### src/rtl/ahb_resp_mux_if.sv
// AHB-Lite response mux bus bundle: decoder/slave inputs and muxed master outputs.
// The slave modport is the mux itself; the master modport drives it.
interface ahb_resp_mux_if #(
    parameter int NS = 5,
    parameter int DW = 32
);
    logic [NS-1:0]    hsel_in;
    logic [1:0]       htrans;
    logic [NS*DW-1:0] hrdata_s;
    logic [NS-1:0]    hreadyout_s;
    logic [NS-1:0]    hresp_s;
    logic [DW-1:0]    hrdata;
    logic             hready;
    logic             hresp;
    logic             sel_err;

    modport slave (
        input  hsel_in, htrans, hrdata_s, hreadyout_s, hresp_s,
        output hrdata, hready, hresp, sel_err
    );

    modport master (
        output hsel_in, htrans, hrdata_s, hreadyout_s, hresp_s,
        input  hrdata, hready, hresp, sel_err
    );
endinterface

### src/rtl/ahb_resp_mux.sv
// AHB-Lite slave-to-master response mux with data-phase select
// tracking and a built-in two-cycle ERROR default slave.
module ahb_resp_mux #(
    parameter int NS = 5,
    parameter int DW = 32
) (
    input  logic           hclk,
    input  logic           hreset,
    ahb_resp_mux_if.slave  bus
);
    typedef enum logic [1:0] {
        D_IDLE,
        D_ERR1,
        D_ERR2
    } dstate_t;

    dstate_t       st, st_d;
    logic [NS-1:0] dsel, dsel_d;
    logic          err_d, sel_err_q;
    logic          multi, none;
    logic [DW-1:0] rd;
    logic          rdy, rsp;

    always_comb begin
        multi  = |(bus.hsel_in & (bus.hsel_in - NS'(1)));
        none   = ~|bus.hsel_in;
        st_d   = st;
        dsel_d = dsel;
        err_d  = 1'b0;
        // ERR1 stalls the bus, so it is never a capture cycle
        if (st == D_ERR1) begin
            st_d = D_ERR2;
        end else if (bus.hready) begin
            st_d   = D_IDLE;
            dsel_d = '0;
            unique case (1'b1)
                multi: begin
                    err_d = 1'b1;
                    if (bus.htrans[1]) st_d = D_ERR1;
                end
                none: begin
                    if (bus.htrans[1]) st_d = D_ERR1;
                end
                default: dsel_d = bus.hsel_in;
            endcase
        end
    end

    always_ff @(posedge hclk or posedge hreset) begin
        if (hreset) begin
            st        <= D_IDLE;
            dsel      <= '0;
            sel_err_q <= 1'b0;
        end else begin
            st        <= st_d;
            dsel      <= dsel_d;
            sel_err_q <= err_d;
        end
    end

    always_comb begin
        rd  = '0;
        rdy = 1'b0;
        rsp = 1'b0;
        for (int i = 0; i < NS; i++) begin
            rd  = rd | ({DW{dsel[i]}} & bus.hrdata_s[i*DW +: DW]);
            rdy = rdy | (dsel[i] & bus.hreadyout_s[i]);
            rsp = rsp | (dsel[i] & bus.hresp_s[i]);
        end
        if (dsel == '0) begin
            unique case (st)
                D_ERR1:  begin rdy = 1'b0; rsp = 1'b1; end
                D_ERR2:  begin rdy = 1'b1; rsp = 1'b1; end
                default: begin rdy = 1'b1; rsp = 1'b0; end
            endcase
        end
    end

    assign bus.hrdata  = rd;
    assign bus.hready  = rdy;
    assign bus.hresp   = rsp;
    assign bus.sel_err = sel_err_q;
endmodule

### src/flat_wrapper.sv
// flat-port wrapper written by rule: the top's interface ports become plain ports
module ahb_resp_mux_flat 
#(
    parameter int NS = 5,
    parameter int DW = 32
)
  (hclk, hreset, bus_hsel_in, bus_htrans, bus_hrdata_s, bus_hreadyout_s, bus_hresp_s, bus_hrdata, bus_hready, bus_hresp, bus_sel_err);
  ahb_resp_mux_if #(.NS(NS), .DW(DW)) bus_i ();
  input  logic hclk;
  input  logic hreset;
  input wire logic [$bits(bus_i.hsel_in)-1:0] bus_hsel_in;
  input wire logic [$bits(bus_i.htrans)-1:0] bus_htrans;
  input wire logic [$bits(bus_i.hrdata_s)-1:0] bus_hrdata_s;
  input wire logic [$bits(bus_i.hreadyout_s)-1:0] bus_hreadyout_s;
  input wire logic [$bits(bus_i.hresp_s)-1:0] bus_hresp_s;
  output wire logic [$bits(bus_i.hrdata)-1:0] bus_hrdata;
  output wire logic [$bits(bus_i.hready)-1:0] bus_hready;
  output wire logic [$bits(bus_i.hresp)-1:0] bus_hresp;
  output wire logic [$bits(bus_i.sel_err)-1:0] bus_sel_err;
  assign bus_i.hsel_in = bus_hsel_in;
  assign bus_i.htrans = bus_htrans;
  assign bus_i.hrdata_s = bus_hrdata_s;
  assign bus_i.hreadyout_s = bus_hreadyout_s;
  assign bus_i.hresp_s = bus_hresp_s;
  assign bus_hrdata = bus_i.hrdata;
  assign bus_hready = bus_i.hready;
  assign bus_hresp = bus_i.hresp;
  assign bus_sel_err = bus_i.sel_err;
  ahb_resp_mux #(.NS(NS), .DW(DW)) u_core (.hclk(hclk), .hreset(hreset), .bus(bus_i));
endmodule
### config.mk
export PLATFORM = sky130hd
export DESIGN_NAME = ahb_resp_mux_flat
export DESIGN_NICKNAME = d
export VERILOG_FILES = /design/src/rtl/ahb_resp_mux_if.sv /design/src/rtl/ahb_resp_mux.sv /design/src/flat_wrapper.sv
export SDC_FILE = /design/constraint.sdc
export NUM_CORES = 1
export LEC_CHECK = 0
export CAP_MARGIN = 10
export CORE_AREA = 2 2 82 84
export CTS_BUF_LIST = sky130_fd_sc_hd__clkbuf_8
export DETAILED_ROUTE_END_ITERATION = 6
export DIE_AREA = 0 0 84 86
export PLACE_DENSITY = 0.77
export SLEW_MARGIN = 10
export SYNTH_ARGS = -nofsm -noshare
export SYNTH_HDL_FRONTEND = slang
export SYNTH_SLANG_ARGS = --single-unit
### constraint.sdc
create_clock -name hclk -period 4.1 [get_ports hclk]
set_input_delay 0.41 -clock hclk [delete_from_list [all_inputs] [get_ports hclk]]
set_output_delay 0.41 -clock hclk [all_outputs]
set_load 0.01 [all_outputs]
==> impl_metrics.toml <==
[yosys]
synth-xor-area-share_pct = 0.6660
synth-seq-cells = 8
yosysSeqAreaShare_pct = 15.22
netlist_area_sq_um = 1315
yosys.area.top_type = "a222oi_1"
synth_compound_area_share_pct = 51.09
synthTopCellsByArea = "a222oi_1, a22oi_1, dfrtp_1, nand2_1, clkbuf_1"
synth_cell_types = 33
synth_top_family_by_area = "compound AO/OA/AOI/OAI gates"
synth_cells = 169
syn-num-nets = 349
synth_top_area_share_pct = 25.88
muxShareOfSynthArea_pct = 5.328
synth_warnings = 0
synth_area_per_cell_sq_um = 7.781
synth_simple_gate_area_share_pct = 18.65
synth_fa_ha_area_share_pct = 0.9515

[sta]
setup_tns_ns = 0
setup_viol = 0
worstMarginPinSlew_ns = 0.5985
finalCritPeriodShare_pct = 67.89
slew_viol_final = 0
max_freq_mhz = 359.2
rsz0062_at_grt = "no"
fin_crit_ns = 2.784
relSlewSlack_pct = 60.10
hold_viol = 0
fin_worst_skew_ns = 0.001689

[power_and_ir_drop]
p_per_area_nw_per_um2 = 223.5
finalPower_uw = 786.2
ir_drop_uv = 113.7
total_leakage_power_nw = 1.415

[grt]
antenna_found_initial = 0
grt_max_degree = 36
grt_usage_pct = 20.82
overflow = 0
grt_pass1_vias = 2477
grt_pass1_wl_um = 12250

[die]
initial_core_util_pct = 20.95
fp-row-count = 29
fp.dieH_um = 86
die_w_um = 84
dieArea_sq_um = 7224
io_pins = 214
core_sq_um = 6277

[worst_setup_path]
worstSetupEndpointType = "primary output"
critical-path-slowest-cell = "dfrtp_1"
worstPathArrival_ns = 2.37
cp_top_family = "buffers and inverters"
cp_cell_sequence = "buf_4, a222oi_1, o21ai_2, nor2_1, a21oi_1, clkdlybuf4s50_1"
worstSetupPathType = "flip-flop to primary output"
startpoint_type = "flip-flop"
required_ns = 3.69
critPathMaxFanout = 22
cp_slowest_stage_delay_ns = 0.56
crit_buf_inv = 2

[outcome]
status = "finished clean"

[clock_tree]
clock-sinks = 8
post_cts_buffers = 0
clkLatencyLatePin_ns = 0.22
cts-root-buf = "clkbuf_8"
holdBufCountCts = 0
htree_levels = 1
cts_buffers = 3
cts_tree = "yes"
clock_path_buffers = 2
post_cts_resized = 0
path_clk_slew_ns = 0.04

[finish]
fin_cells = 445
layout_commonest_cell = "clkdlybuf4s50_1"
seq_area_sq_um = 200.2
post_route_cells_drive_above_1_share_pct = 4.620
antenna_cells = 0
design_area_sq_um = 3517
final_cell_mix = "clkdlybuf4s50_1, a222oi_1, a22oi_1, nand2_1, dfrtp_1"
finish.utilization_pct = 56.03
syn2layout_area_growth_pct = 167.5
multi_input_area_sq_um = 1008
fill_cells = 576
layout.nets = 550

[route]
via_per_inst = 5.319
vias = 2367
wire_per_inst_um = 17.96
firstDrtPassIters = 5
initialDrtViolationCount = 214
drt-total-wl_um = 7993
ant_nets = 0
drc = 0

[flow_run]
max_cap_violations = 0

[min_path]
hold_path_class = "input port to async pin"

[place]
place_area_sq_um = 3476
post-dp-hpwl_um = 6453
dp_cells = 442
portBuffers = 212
gp_congestion = 0.7405
## layout make-up
type / instances / area share, %
timing repair buffer: 217 / 61.40
multi-input combinational: 137 / 28.67
sequential: 8 / 5.692
tap: 77 / 2.739
clock buffer: 3 / 1.174
inverter: 3 / 0.3202
## synthesized netlist by cell type (all sizes together)
cell,number
a222oi,34
a22oi,33
nand2,33
clkbuf,16
dfrtp,8
nor2,6
buf,5
a21oi,4
mux2,4
inv,3
a22o,2
nor4b,2
o21ai,2
or3,2
a21o,1
and3,1
and4b,1
ha,1
mux2i,1
nor2b,1
nor3b,1
nor4,1
o211ai,1
o21ba,1
o21bai,1
or2,1
or3b,1
or4,1
xor2,1
## path summary, 6_finish.rpt
| check | from | to | slack (ns) | cells past startpoint |
|---|---|---|---|---|
| min in group hclk | u_core.st[1] | u_core.st[1] | 0.47 | 1 |
| worst max register to register | u_core.dsel[1] | u_core.dsel[4] | 2.00 | 5 |
| worst max-delay path | u_core.dsel[1] | bus_hready | 1.32 | 6 |
| max in group asynchronous | hreset | u_core.dsel[1] | 3.46 | 2 |
| worst min-delay path | hreset | u_core.st[1] | 0.42 | 2 |
| worst min register to register | u_core.st[1] | u_core.st[1] | 0.47 | 1 |
## kinds of logic (layout without fill, tap and decap cells)
family / after synthesis / count (layout)
buffers and inverters: 24 / 223
XOR/XNOR: 1 / 1
adder cells (fa/ha/maj): 1 / 1
multiplexers: 5 / 5
AO/OA/AOI/OAI: 79 / 79
AND/OR/NAND/NOR: 51 / 51
flip-flops: 8 / 8
## report_power, final
group          internal [mW]  leakage, nW  switching, mW  total [mW]
Sequential            0.0956        0.106         0.0159       0.112
Combinational          0.369         1.29          0.214       0.583
Clock                 0.0634       0.0216         0.0287      0.0921
## worst reg2reg max path: stages (launching register included)
cell and delay [ns]:
dfrtp_1 0.56, buf_4 0.32, a222oi_1 0.37, o21ai_2 0.11, o21ba_1 0.30, mux2_4 0.33
## registers in the layout, indices dropped and copies added, names as in the netlist
name and flops:
u_core.bus.sel_err 1, u_core.dsel 5, u_core.st 2
## metrics by stage
| stage | hold WS (ns) | setup WS, ns |
|---|---|---|
| 2_1_floorplan | 0.2257 | 2.261 |
| 3_3_place_gp | 0.4609 | 1.543 |
| 3_5_place_dp | 0.4664 | 1.501 |
| 4_1_cts | 0.4328 | 1.262 |
| 5_1_grt | 0.4807 | 1.130 |
| 6_report | 0.4222 | 1.316 |
## routing by layer
metal | vias to the layer above | part of all wire [%] | GRT usage (%)
met2 | 150 | 52 | 40.07
met1 | 1095 | 38 | 24.19
met5 | - | 0 | 0
met4 | 0 | 0.24 | 3.666
met3 | 2 | 9.2 | 3.850
li1 | 1120 | - | -
Power figures use the tool's default switching activity.
